## src/rtl/mydesign_bist_pkg.sv

```systemverilog
// Shared types and helpers for the mydesign_bist self-test block.
package mydesign_bist_pkg;

  typedef enum logic [1:0] {
    IDLE  = 2'd0,
    DRIVE = 2'd1,
    DRAIN = 2'd2,
    DONE  = 2'd3
  } bist_state_e;

  // Number of (operand_a, operand_b) pairs in one exhaustive sweep.
  function automatic int n_vec(input int n_in);
    return 1 << (2 * n_in);
  endfunction

endpackage

```

## src/rtl/mydesign_bist_golden.sv

```systemverilog
// Combinational reference adder: unsigned a + b truncated to N_OUT bits.
module mydesign_bist_golden #(
  parameter int N_IN  = 3,
  parameter int N_OUT = 3
) (
  input  logic [N_IN-1:0]  a,
  input  logic [N_IN-1:0]  b,
  output logic [N_OUT-1:0] sum
);

  // Wide enough for the carry and for any N_OUT wider than the operands.
  localparam int SW = (N_IN + 1 > N_OUT) ? N_IN + 1 : N_OUT;

  assign sum = N_OUT'(SW'(a) + SW'(b));

endmodule

```

## src/rtl/mydesign_bist.sv

```systemverilog
// Exhaustive self-test driver/checker for the registered adder.
// Optional first-mismatch capture ports: define MYDESIGN_BIST_FIRST_FAIL_EN.
module mydesign_bist
  import mydesign_bist_pkg::*;
#(
  parameter int N_IN      = 3,
  parameter int N_OUT     = 3,
  parameter int DUT_LAT   = 1,
  parameter int ERR_CNT_W = 8
) (
  input  logic                 clk_ci,
  input  logic                 rst_ni,
  input  logic                 start_i,
  output logic [N_IN-1:0]      operand_a_o,
  output logic [N_IN-1:0]      operand_b_o,
  input  logic [N_OUT-1:0]     result_i,
  output logic                 busy_o,
  output logic                 done_o,
  output logic                 pass_o,
  output logic [ERR_CNT_W-1:0] err_count_o
`ifdef MYDESIGN_BIST_FIRST_FAIL_EN
  ,
  output logic [N_IN-1:0]      first_fail_a_o,
  output logic [N_IN-1:0]      first_fail_b_o,
  output logic [N_OUT-1:0]     first_fail_res_o
`endif
);

  localparam int NV = n_vec(N_IN);
  localparam int VW = 2 * N_IN;

  // One entry travels alongside each driven vector until its result returns.
  typedef struct packed {
    logic             vld;
    logic [N_OUT-1:0] exp;
`ifdef MYDESIGN_BIST_FIRST_FAIL_EN
    logic [N_IN-1:0]  a;
    logic [N_IN-1:0]  b;
`endif
  } pipe_entry_t;

  bist_state_e          state_q, state_d;
  logic [VW-1:0]        vec_q;
  logic [VW-1:0]        vec_nxt;
  logic                 last_vec;
  logic                 launch;
  logic                 pipe_busy;
  logic                 mismatch;
  logic [N_OUT-1:0]     golden_sum;
  pipe_entry_t          new_entry;
  pipe_entry_t          pipe_q [DUT_LAT];
  logic [ERR_CNT_W-1:0] err_q;

  mydesign_bist_golden #(
    .N_IN  (N_IN),
    .N_OUT (N_OUT)
  ) u_golden (
    .a   (operand_a_o),
    .b   (operand_b_o),
    .sum (golden_sum)
  );

  assign vec_nxt  = vec_q + VW'(1);
  assign last_vec = (vec_q == VW'(NV - 1));
  assign launch   = start_i && ((state_q == IDLE) || (state_q == DONE));

  // Entries still in flight that have not yet reached the compare stage.
  always_comb begin
    pipe_busy = 1'b0;
    for (int i = 0; i < DUT_LAT - 1; i++) begin
      pipe_busy = pipe_busy | pipe_q[i].vld;
    end
  end

  always_comb begin
    state_d = state_q;
    case (state_q)
      IDLE:    if (start_i) state_d = DRIVE;
      DRIVE:   if (last_vec) state_d = DRAIN;
      DRAIN:   if (!pipe_busy) state_d = DONE;
      DONE:    if (start_i) state_d = DRIVE;
      default: state_d = IDLE;
    endcase
  end

  always_ff @(posedge clk_ci or negedge rst_ni) begin
    if (!rst_ni) state_q <= IDLE;
    else         state_q <= state_d;
  end

  // Operands hold the vector currently being applied; zero outside DRIVE.
  always_ff @(posedge clk_ci or negedge rst_ni) begin
    if (!rst_ni) begin
      vec_q       <= '0;
      operand_a_o <= '0;
      operand_b_o <= '0;
    end else if (launch) begin
      vec_q       <= '0;
      operand_a_o <= '0;
      operand_b_o <= '0;
    end else if (state_q == DRIVE) begin
      vec_q <= vec_nxt;
      if (last_vec) begin
        operand_a_o <= '0;
        operand_b_o <= '0;
      end else begin
        {operand_a_o, operand_b_o} <= vec_nxt;
      end
    end
  end

  always_comb begin
    new_entry     = '0;
    new_entry.vld = (state_q == DRIVE);
    new_entry.exp = golden_sum;
`ifdef MYDESIGN_BIST_FIRST_FAIL_EN
    new_entry.a   = operand_a_o;
    new_entry.b   = operand_b_o;
`endif
  end

  always_ff @(posedge clk_ci or negedge rst_ni) begin
    if (!rst_ni) begin
      for (int i = 0; i < DUT_LAT; i++) pipe_q[i] <= '0;
    end else begin
      pipe_q[0] <= new_entry;
      for (int i = 1; i < DUT_LAT; i++) pipe_q[i] <= pipe_q[i-1];
    end
  end

  // result_i is only looked at while the aligned entry is valid.
  assign mismatch = pipe_q[DUT_LAT-1].vld && (result_i != pipe_q[DUT_LAT-1].exp);

  always_ff @(posedge clk_ci or negedge rst_ni) begin
    if (!rst_ni)                     err_q <= '0;
    else if (launch)                 err_q <= '0;
    else if (mismatch && err_q != '1) err_q <= err_q + ERR_CNT_W'(1);
  end

`ifdef MYDESIGN_BIST_FIRST_FAIL_EN
  // Capture happens only while the error count is still zero for this sweep.
  always_ff @(posedge clk_ci or negedge rst_ni) begin
    if (!rst_ni || 1'b0) begin
      first_fail_a_o   <= '0;
      first_fail_b_o   <= '0;
      first_fail_res_o <= '0;
    end else if (launch) begin
      first_fail_a_o   <= '0;
      first_fail_b_o   <= '0;
      first_fail_res_o <= '0;
    end else if (mismatch && err_q == '0) begin
      first_fail_a_o   <= pipe_q[DUT_LAT-1].a;
      first_fail_b_o   <= pipe_q[DUT_LAT-1].b;
      first_fail_res_o <= result_i;
    end
  end
`endif

  assign busy_o      = (state_q == DRIVE) || (state_q == DRAIN);
  assign done_o      = (state_q == DONE);
  assign pass_o      = done_o && (err_q == '0);
  assign err_count_o = err_q;

endmodule

```

## config.mk

```make
export PLATFORM = sky130hd
export DESIGN_NAME = mydesign_bist
export DESIGN_NICKNAME = d
export VERILOG_FILES = /design/src/rtl/mydesign_bist_pkg.sv /design/src/rtl/mydesign_bist_golden.sv /design/src/rtl/mydesign_bist.sv
export SDC_FILE = /design/constraint.sdc
export NUM_CORES = 1
export LEC_CHECK = 0
export ABC_AREA = 0
export CAP_MARGIN = 5
export CORE_AREA = 2 2 74 76
export DETAILED_ROUTE_END_ITERATION = 8
export DIE_AREA = 0 0 76 78
export DONT_BUFFER_PORTS = 1
export PLACE_DENSITY = 0.41
export SETUP_SLACK_MARGIN = 0.5
export SLEW_MARGIN = 20
export SYNTH_ARGS = -nofsm -noshare
export SYNTH_HDL_FRONTEND = slang
export SYNTH_HIERARCHICAL = 1
export SYNTH_SLANG_ARGS = --single-unit
```

## constraint.sdc

```tcl
create_clock -name clk_ci -period 1.7 [get_ports clk_ci]
set_input_delay 0.17 -clock clk_ci [delete_from_list [all_inputs] [get_ports clk_ci]]
set_output_delay 0.17 -clock clk_ci [all_outputs]
set_load 0.02 [all_outputs]
```

=== Word-level counts from Yosys, hierarchy flattened ===
Cells that the tools add are included.

* Add/subtract/negate cells: 3
* Reductions and logical operators: 12
* Muxes and demuxes: 13
* Equal/unequal tests: 8

{| class="wikitable"
|+ Operators with widths
! kind !! number
|-
| $mux 3 || 6
|-
| $mux 8 || 2
|-
| $mux 6 || 2
|-
| $add 8x1->8 const B || 1
|-
| $logic_not 8->1 || 1
|-
| $ne 8x8->1 const B || 1
|-
| $add 6x1->6 const B || 1
|-
| $eq 6x6->1 const B || 1
|-
| $pmux 2 s3 || 1
|-
| $eq 2x2->1 const B || 2
|-
| $logic_and 1x1->1 || 4
|-
| $mux 2 || 2
|-
| $reduce_bool 2->1 || 2
|-
| $add 3x3->3 || 1
|-
| $ne 3x3->1 || 1
|-
| $eq 2x1->1 const B || 1
|-
| $logic_not 2->1 || 1
|-
| $logic_or 1x1->1 || 2
|-
| $ne 2x1->1 const B || 1
|-
| $ne 2x2->1 const B || 1
|-
| $reduce_and 2->1 || 1
|-
| $reduce_or 2->1 || 1
|}

* Output and inout port bits: 17
* Input port bits: 6
* Register bits: 26
* Logic and storage cells: 43

=== Logic depth before layout (Yosys ltp) ===
Gate-level depths: netlist (run 1).

* Depth in word-level cells: 5
* Mapped depth: 6
* Mapped depth without buffers: 6

=== Cells and area by module ===
The synthesis (run 1) kept the hierarchy.

{| class="wikitable"
|+ By module, submodules not included
! module !! times used !! cells an instance !! sequential area each (um2) !! area an instance (um2)
|-
| mydesign_bist || 1 || 132 || 650.6 || 1336.3
|-
| mydesign_bist_golden || 1 || 3 || 0.0 || 56.3
|}

=== Worst setup path before layout (run 1) ===
Ideal clock, no wire load.

* Path type: register to register
* Start point: register err_q[0] (netlist: err_count_o[0])
* End point: register err_q[7] (netlist: err_count_o[7])
* Stages on the path, launching flop included: 5
* Library setup time: 77 ps
* Path buffers: 0
* Setup slack: 58 ps
* Data arrival time: 1564 ps
* Required time: 1623 ps
* Clock period less this slack: 1642 ps
* Cells stage by stage: dfrtp_1 nand2_1 a311o_1 or4_1 a21oi_1

* Cells in the longest elaborated chain, start to end: 3
* Elaborated cells on any way between the ends: 6
* Those cells by class: add/sub (1); eq/ne (1); mux (2); reduce/logical (2)

{| class="wikitable"
|+ Ends and longest elaborated chain
! what !! line !! RTL
|-
| start: declaration || mydesign_bist.sv:52 || <nowiki>logic [ERR_CNT_W-1:0] err_q;</nowiki>
|-
| start signal: assignment || mydesign_bist.sv:137 || <nowiki>else if (mismatch && err_q != '1) err_q <= err_q + ERR_CNT_W'(1);</nowiki>
|-
| $add 8x1->8 / $ne 8x8->1 (equally long branches) || mydesign_bist.sv:137 ||
|-
| $mux 8 / $logic_and 1x1->1 (equally long branches) || mydesign_bist.sv:137 ||
|-
| $mux 8 / $reduce_bool 2->1 (equally long branches) || - ||
|}

Parallel ways exist; a longest one is shown, timed or not. The select of a mux whose other input is x is not followed.
A chain may end at the register's enable or synchronous reset.

=== Final worst setup path (run 1) ===
* Start point: register err_q[3] (netlist: err_count_o[3])
* End point: output pass_o

* Cells in the longest elaborated chain, start to end: 2

{| class="wikitable"
|+ Ends and longest elaborated chain
! what !! line !! RTL
|-
| $logic_not 8->1 || mydesign_bist.sv:161 || <nowiki>assign pass_o = done_o && (err_q == '0);</nowiki>
|-
| $logic_and 1x1->1 || mydesign_bist.sv:161 ||
|-
| end: declaration || mydesign_bist.sv:19 || <nowiki>output logic pass_o,</nowiki>
|}

No other way between the ends.

==> results.ini, run 1 <==
[run_status]
outcome = completed

[hold_path]
hp-class = in2reg
holdCritStartpoint = start_i
min_path_cells = 2

[critical_path]
timing.rr.end = err_count_o[5]$_DFFE_PN0P_
crit_fanout = 8
reg2reg_slack_ns = 0.07
endpoint = pass_o
worst_ep_required_time_ns = 1.53
slowest_stage = or4_4
worstReg2RegStart = pipe_q[0]$_DFF_PN0_
cp.arrival_ns = 1.49
cp-start-kind = register
reg2reg_depth = 5
critPathCaptureType = output port
path_cells = or4_4 -> nor2_4
crit_start = err_count_o[3]$_DFFE_PN0P_
critPathMaxStageDelay_ns = 0.55
crit_type = reg2out

[floorplanning]
io_pins = 23
core-area_um2 = 5040
die_w_um = 76
start_util_pct = 27.6
row_count = 26
die_h_um = 78
dieArea_um2 = 5930

[placement]
gp_congestion = 0.772
dp_hpwl_um = 2230
port_buffers = 0
place_worst_setup_slack_ns = 0.0255

[drt]
vias_per_cell = 4.90
drc_errors = 0
num_vias = 1162
dr.pass1.iters = 4
initialDrtViolationCount = 35
post_drt_wl_per_cell_um = 14.8
ant_nets = 0
routed_wirelength_um = 3500

[synth]
synth_top_area_share_pct = 46.7
ys_types = 37
synth-edff-count = 0
syn_avg_cell_area_um2 = 10.3
synthesis.nets = 149
yosysMostFrequentCell = dfrtp_1
yosys_warnings = 6
ys_seq_area_share_pct = 46.7
synth_cells = 135
synth-seq-cells = 26
synth_area_um2 = 1390
synth_commonest_cells = dfrtp_1 (26), nand2_1 (12), nor2_1 (12), a21oi_1 (8), inv_1 (8)
synth_area_leaders = dfrtp_1 (47%), ha_1 (6.3%), xnor2_1 (3.8%), nand2_1 (3.2%), nor2_1 (3.2%)
ys.flop_type = dfrtp_1
yosys.area.top_type = dfrtp_1
async_reset_ff_share_pct = 100

[sta]
setup_viol = 0
finalMaxSlewViolations = 0
slew_headroom_pct = 78.6
fin_skew_ns = 0.00365
holdWs_ns = 0.0766
min_period_ns = 1.66
tightest_slew_ns = 0.320
hold_violations = 0
finalWorstSetupSlack_ns = 0.0397
period_share_pct = 97.7
rsz0062_at_grt = true
timing.fmax_mhz = 602

[power_and_ir_drop]
total_leakage_power_nw = 0.855
vdd.ir_drop.worst_mv = 0.658
power_per_cell_area_nw_per_um2 = 1640

[grt]
grt_pass1_wl_um = 5820
grt_max_degree = 27
track_usage_pct = 12.3
antenna_found_initial = 0
grt_pass1_vias = 1190
grt_overflow_total = 0

[job]
maxCapViolations = 0

[clock_tree]
clk_path_buf_depth = 2
htreeDepth = 1
clock_latency_ns = 0.27
cts_buffers = 3
path_clk_slew_ns = 0.09
cts_tree = built
clock-sinks = 26
root_buffer = clkbuf_8

[layout]
finalNetCount = 182
multi_input_area_um2 = 976
num-fill-cells = 485
syn_to_final_growth_pct = 54.2
diodes = 0
fin_util_pct = 42.6
drive_above_1_share_pct = 54.5
regArea_um2 = 663

-- worst min path at each step --
stage,to,slack (ns)
2_1_floorplan,err_count_o[0]$_DFFE_PN0P_,-0.13
5_1_grt,state_q[1]$_DFFE_PN0P_,0.10
4_1_cts,state_q[1]$_DFFE_PN0P_,0.07
3_5_place_dp,err_count_o[1]$_DFFE_PN0P_,-0.12
6_report,state_q[1]$_DFFE_PN0P_,0.08
3_3_place_gp,err_count_o[1]$_DFFE_PN0P_,-0.12
-- power by group --
part           total [mW]  switching [mW]  internal, mW
Sequential          0.995           0.207         0.788
Clock               0.514           0.199         0.315
Combinational        2.02           0.997          1.03
-- what timing repair did --
item                                    in CTS  in global routing
hold endpoints to repair                    26                  0
gates cloned                                 1                  0
hold buffers                                 2                  0
gates resized for setup                     20                 39
pin swaps                                   13                 13
endpoints found under the setup margin      27                 27
setup buffers                               19                  5
-- cell type report --
type                       count  share of cell area, %
clock buffer                   3                   1.92
clock inverter                 1                   1.40
inverter                       8                   1.69
multi-input combinational     98                   45.5
sequential                    26                   30.9
tap                           70                   4.08
timing repair buffer          31                   14.6
-- through the flow --
step | power (mW) | TNS (ns) | instances | area, µm²
2_1_floorplan | 1.93 | 0 | 135 | 1500
3_3_place_gp | 2.13 | 0 | 206 | 1590
3_5_place_dp | 2.16 | 0 | 206 | 1590
4_1_cts | 3.19 | 0 | 232 | 1950
5_1_grt | 3.77 | -0.0101 | 237 | 2150
6_report | 3.53 | 0 | 237 | 2150
-- sequential cells by signal (all words and copies together) (netlist names) --
signal / count
err_count_o: 8
state_q: 2
operand_a_o: 3
pipe_q: 4
operand_b_o: 3
vec_q: 6
-- layout by cell type, fill, tap and decap left out, drive strengths merged, types with 2 or more instances in the layout --
cell type / n
o21ai: 3
inv: 7
xnor2: 6
nand4: 2
and3: 3
o311ai: 2
a21oi: 8
nand2: 12
buf: 30
xor2: 5
ha: 7
or3: 3
or4: 4
clkbuf: 3
o31ai: 3
nand3: 6
nor2: 12
a211oi: 3
a31o: 2
dfrtp: 26
a31oi: 2
-- critical path, delay by kind of cell, from the launching register on --
family	cells	cell delay, ns
simple gates	2	0.71
flops	1	0.51
-- cells by family after synthesis --
group                    after synthesis  share of synthesized area, %
buffers and inverters                 11                          4.04
XOR/XNOR                              12                          8.62
AO/OA/AOI/OAI                         30                          15.1
AND/OR/NAND/NOR                       47                          17.1
multiplexers                           1                         0.719
flip-flops                            26                          46.7
adder cells (fa/ha/maj)                8                          7.73
-- layer usage --
metal / up-vias / routed length [µm] / GRT usage, % / part of all wire, %
met3: 2 / 145 / 3.49 / 4.1
met1: 584 / 1380 / 13.6 / 39
met4: 0 / 29 / 2.73 / 0.83
met2: 19 / 1940 / 23.2 / 56
li1: 557 / - / - / -
met5: - / 0 / 0 / 0
Note: power is estimated with default switching activity, not from simulation.
==> run 2: changes to the inputs <==
CORE_AREA = 10 10 82 84   (was 2 2 74 76)
DIE_AREA = 0 0 92 94   (was 0 0 76 78)
==> run 2 against run 1 <==
Effect of this change:
- non-clock buffer count fell by 1
- clock power decreased by 20%
- hold slack worse by 0.0084 ns
- cell count down 0.42%
- flip-flop and latch count unchanged
- critical path depth did not move
- critical path type unchanged
- largest cell class unchanged
==> results.ini, run 2 (synthesis results as in run 1) <==
[sta]
hold_violations = 0  ; unchanged
holdWs_ns = 0.0681  ; -0.00842 ns
timing.fmax_mhz = 602  ; about the same
tns_ns = 0  ; unchanged
min_period_ns = 1.66  ; +0.00104 ns
rsz0062_at_grt = true
tightest_slew_ns = 0.320  ; -0.000703 ns
setup_viol = 0  ; unchanged
finalMaxSlewViolations = 0  ; unchanged
period_share_pct = 97.7  ; about the same
fin_skew_ns = 0.00415  ; +0.000505 ns
slew_headroom_pct = 78.7  ; about the same

[layout]
largest_reg_flops = 8  ; unchanged
num-fill-cells = 506  ; +4.3%
diodes = 0  ; unchanged
fin_util_pct = 41.9  ; -0.67 points
syn_to_final_growth_pct = 52.7
drive_above_1_share_pct = 53.6  ; -0.88 points
layout_commonest_cell = dfrtp_1
mostFrequentLayoutCells = dfrtp_1 (17), buf_4 (15), nand2_1 (11), buf_6 (11), dfrtp_2 (9)
fin_area_um2 = 2130  ; -0.93%
finalNetCount = 181  ; -0.55%

[clock_tree]
cts_tree = built
clk_path_buf_depth = 2  ; unchanged
cts_buffers = 3  ; unchanged
clock_latency_ns = 0.27  ; about the same
path_clk_slew_ns = 0.10  ; about the same
clock-sinks = 26  ; unchanged
root_buffer = clkbuf_8
htreeDepth = 1  ; unchanged

[critical_path]
crit_start = err_count_o[2]$_DFFE_PN0P_
cp.arrival_ns = 1.49  ; about the same
path_cells = or4_4 -> nor2_4
cp-start-kind = register
timing.rr.end = err_count_o[7]$_DFFE_PN0P_
crit_type = reg2out
worstReg2RegStart = pipe_q[2]$_DFF_PN0_
critPathMaxStageDelay_ns = 0.55  ; about the same
critPathCaptureType = output port
reg2reg_slack_ns = 0.09  ; +0.02 ns
reg2reg_depth = 4  ; -1
worst_ep_required_time_ns = 1.53  ; about the same
crit_fanout = 7  ; -1
slowest_stage = or4_4

[placement]
gp_congestion = 0.766  ; -0.75%
dp_hpwl_um = 2410  ; +8.2%
placed_cell_area_um2 = 1590  ; unchanged
port_buffers = 0  ; unchanged

[power_and_ir_drop]
switching_share_pct = 41.0  ; +1.3 points
power_mw = 3.46  ; -1.9%
power_frac_seq_pct = 29.6  ; +1.4 points
internal_power_mw = 2.04  ; -4.0%
combPwrFrac_pct = 58.6  ; +1.3 points
vdd.ir_drop.worst_mv = 0.670  ; +1.8%
p_clk_share_pct = 11.8  ; -2.8 points
power_per_cell_area_nw_per_um2 = 1630  ; -0.95%
total_leakage_power_nw = 0.819  ; -4.2%
switchingPower_mw = 1.42  ; +1.4%

[drt]
routed_wirelength_um = 3820  ; +9.1%
num_vias = 1142  ; -1.7%
wl_met2_um = 2060  ; +6.2%
met3_length_um = 195  ; +34%
drc_errors = 0  ; unchanged
post_drt_wl_per_cell_um = 16.2  ; +9.6%
initialDrtViolationCount = 43  ; +23%
drt-met1-wl_um = 1510  ; +9.7%
dr.pass1.iters = 4  ; unchanged
highest_layer = met4
vias_per_cell = 4.84  ; -1.3%
ant_nets = 0  ; unchanged

[grt]
antenna_found_initial = 0  ; unchanged
grt_pass1_vias = 1175  ; -1.3%
grt_pass1_wl_um = 6000  ; +3.0%
grt_max_degree = 27  ; unchanged
track_usage_pct = 8.68  ; -3.6 points
grt_overflow_total = 0  ; unchanged

[floorplanning]
start_util_pct = 27.4  ; -0.18 points
die_w_um = 92  ; +21%
row_count = 26  ; unchanged
core-area_um2 = 5070  ; +0.65%
io_pins = 23  ; unchanged
die_h_um = 94  ; +21%
dieArea_um2 = 8650  ; +46%

[hold_path]
whs_endpoint = state_q[1]$_DFFE_PN0P_
holdCritStartpoint = start_i
hp-class = in2reg
min_path_cells = 2  ; unchanged

[job]
maxCapViolations = 0  ; unchanged

[run_status]
outcome = completed

run 2: worst max-delay path: cells and delay by family, from the launching register on:
family	cells	cell delay, ns
simple gates	2	0.71
flops	1	0.51
run 2: how the worst max path moves through the flow:
| stage | end | slack, ns | cells past startpoint |
|---|---|---|---|
| CTS | pass_o | 0.02 | 2 |
| global placement | err_count_o[7]$_DFFE_PN0P_ | 0.09 | 4 |
| detailed placement | err_count_o[5]$_DFFE_PN0P_ | 0.05 | 4 |
| global route | err_count_o[7]$_DFFE_PN0P_ | -0.02 | 4 |
| finish | pass_o | 0.04 | 2 |
| floorplan | err_count_o[7]$_DFFE_PN0P_ | 0.13 | 4 |
run 2: routing by layer:
metal	vias up	GRT usage [%]
met5	-	0
met4	0	2.44
met3	4	3.52
met2	13	15.5
met1	576	9.24
li1	549	-
run 2: what timing repair did:
action | in CTS | in global routing
endpoints found under the setup margin | 27 | 27
hold buffers | 2 | 0
buffers inserted | 17 | 7
gates resized for setup | 33 | 30
pin swaps | 15 | 11
hold endpoints to repair | 26 | 0
run 2: final cells by class:
| cell class | count | area, µm² | share of cell area (%) |
|---|---|---|---|
| Clock buffer | 4 | 55.1 | 2.59 |
| Inverter | 8 | 41.3 | 1.94 |
| Multi-Input combinational cell | 98 | 986 | 46.4 |
| Sequential cell | 26 | 662 | 31.1 |
| Tap cell | 70 | 87.6 | 4.12 |
| Timing Repair Buffer | 30 | 295 | 13.9 |
run 2: power groups by stage:
stage | combinational [mW] | clock [mW] | sequential, mW
floorplan | 0.906 | 0 | 1.02
global placement | 1.10 | 0 | 1.03
detailed placement | 1.12 | 0 | 1.04
CTS | 1.66 | 0.434 | 1.03
global route | 2.19 | 0.453 | 1.06
finish | 2.03 | 0.410 | 1.03
run 2: through the flow:
stage               worst slack (ns)  std cells
CTS                           0.0235        229
global route                 -0.0178        236
floorplan                      0.132        135
finish                        0.0387        236
global placement              0.0887        206
detailed placement            0.0535        206
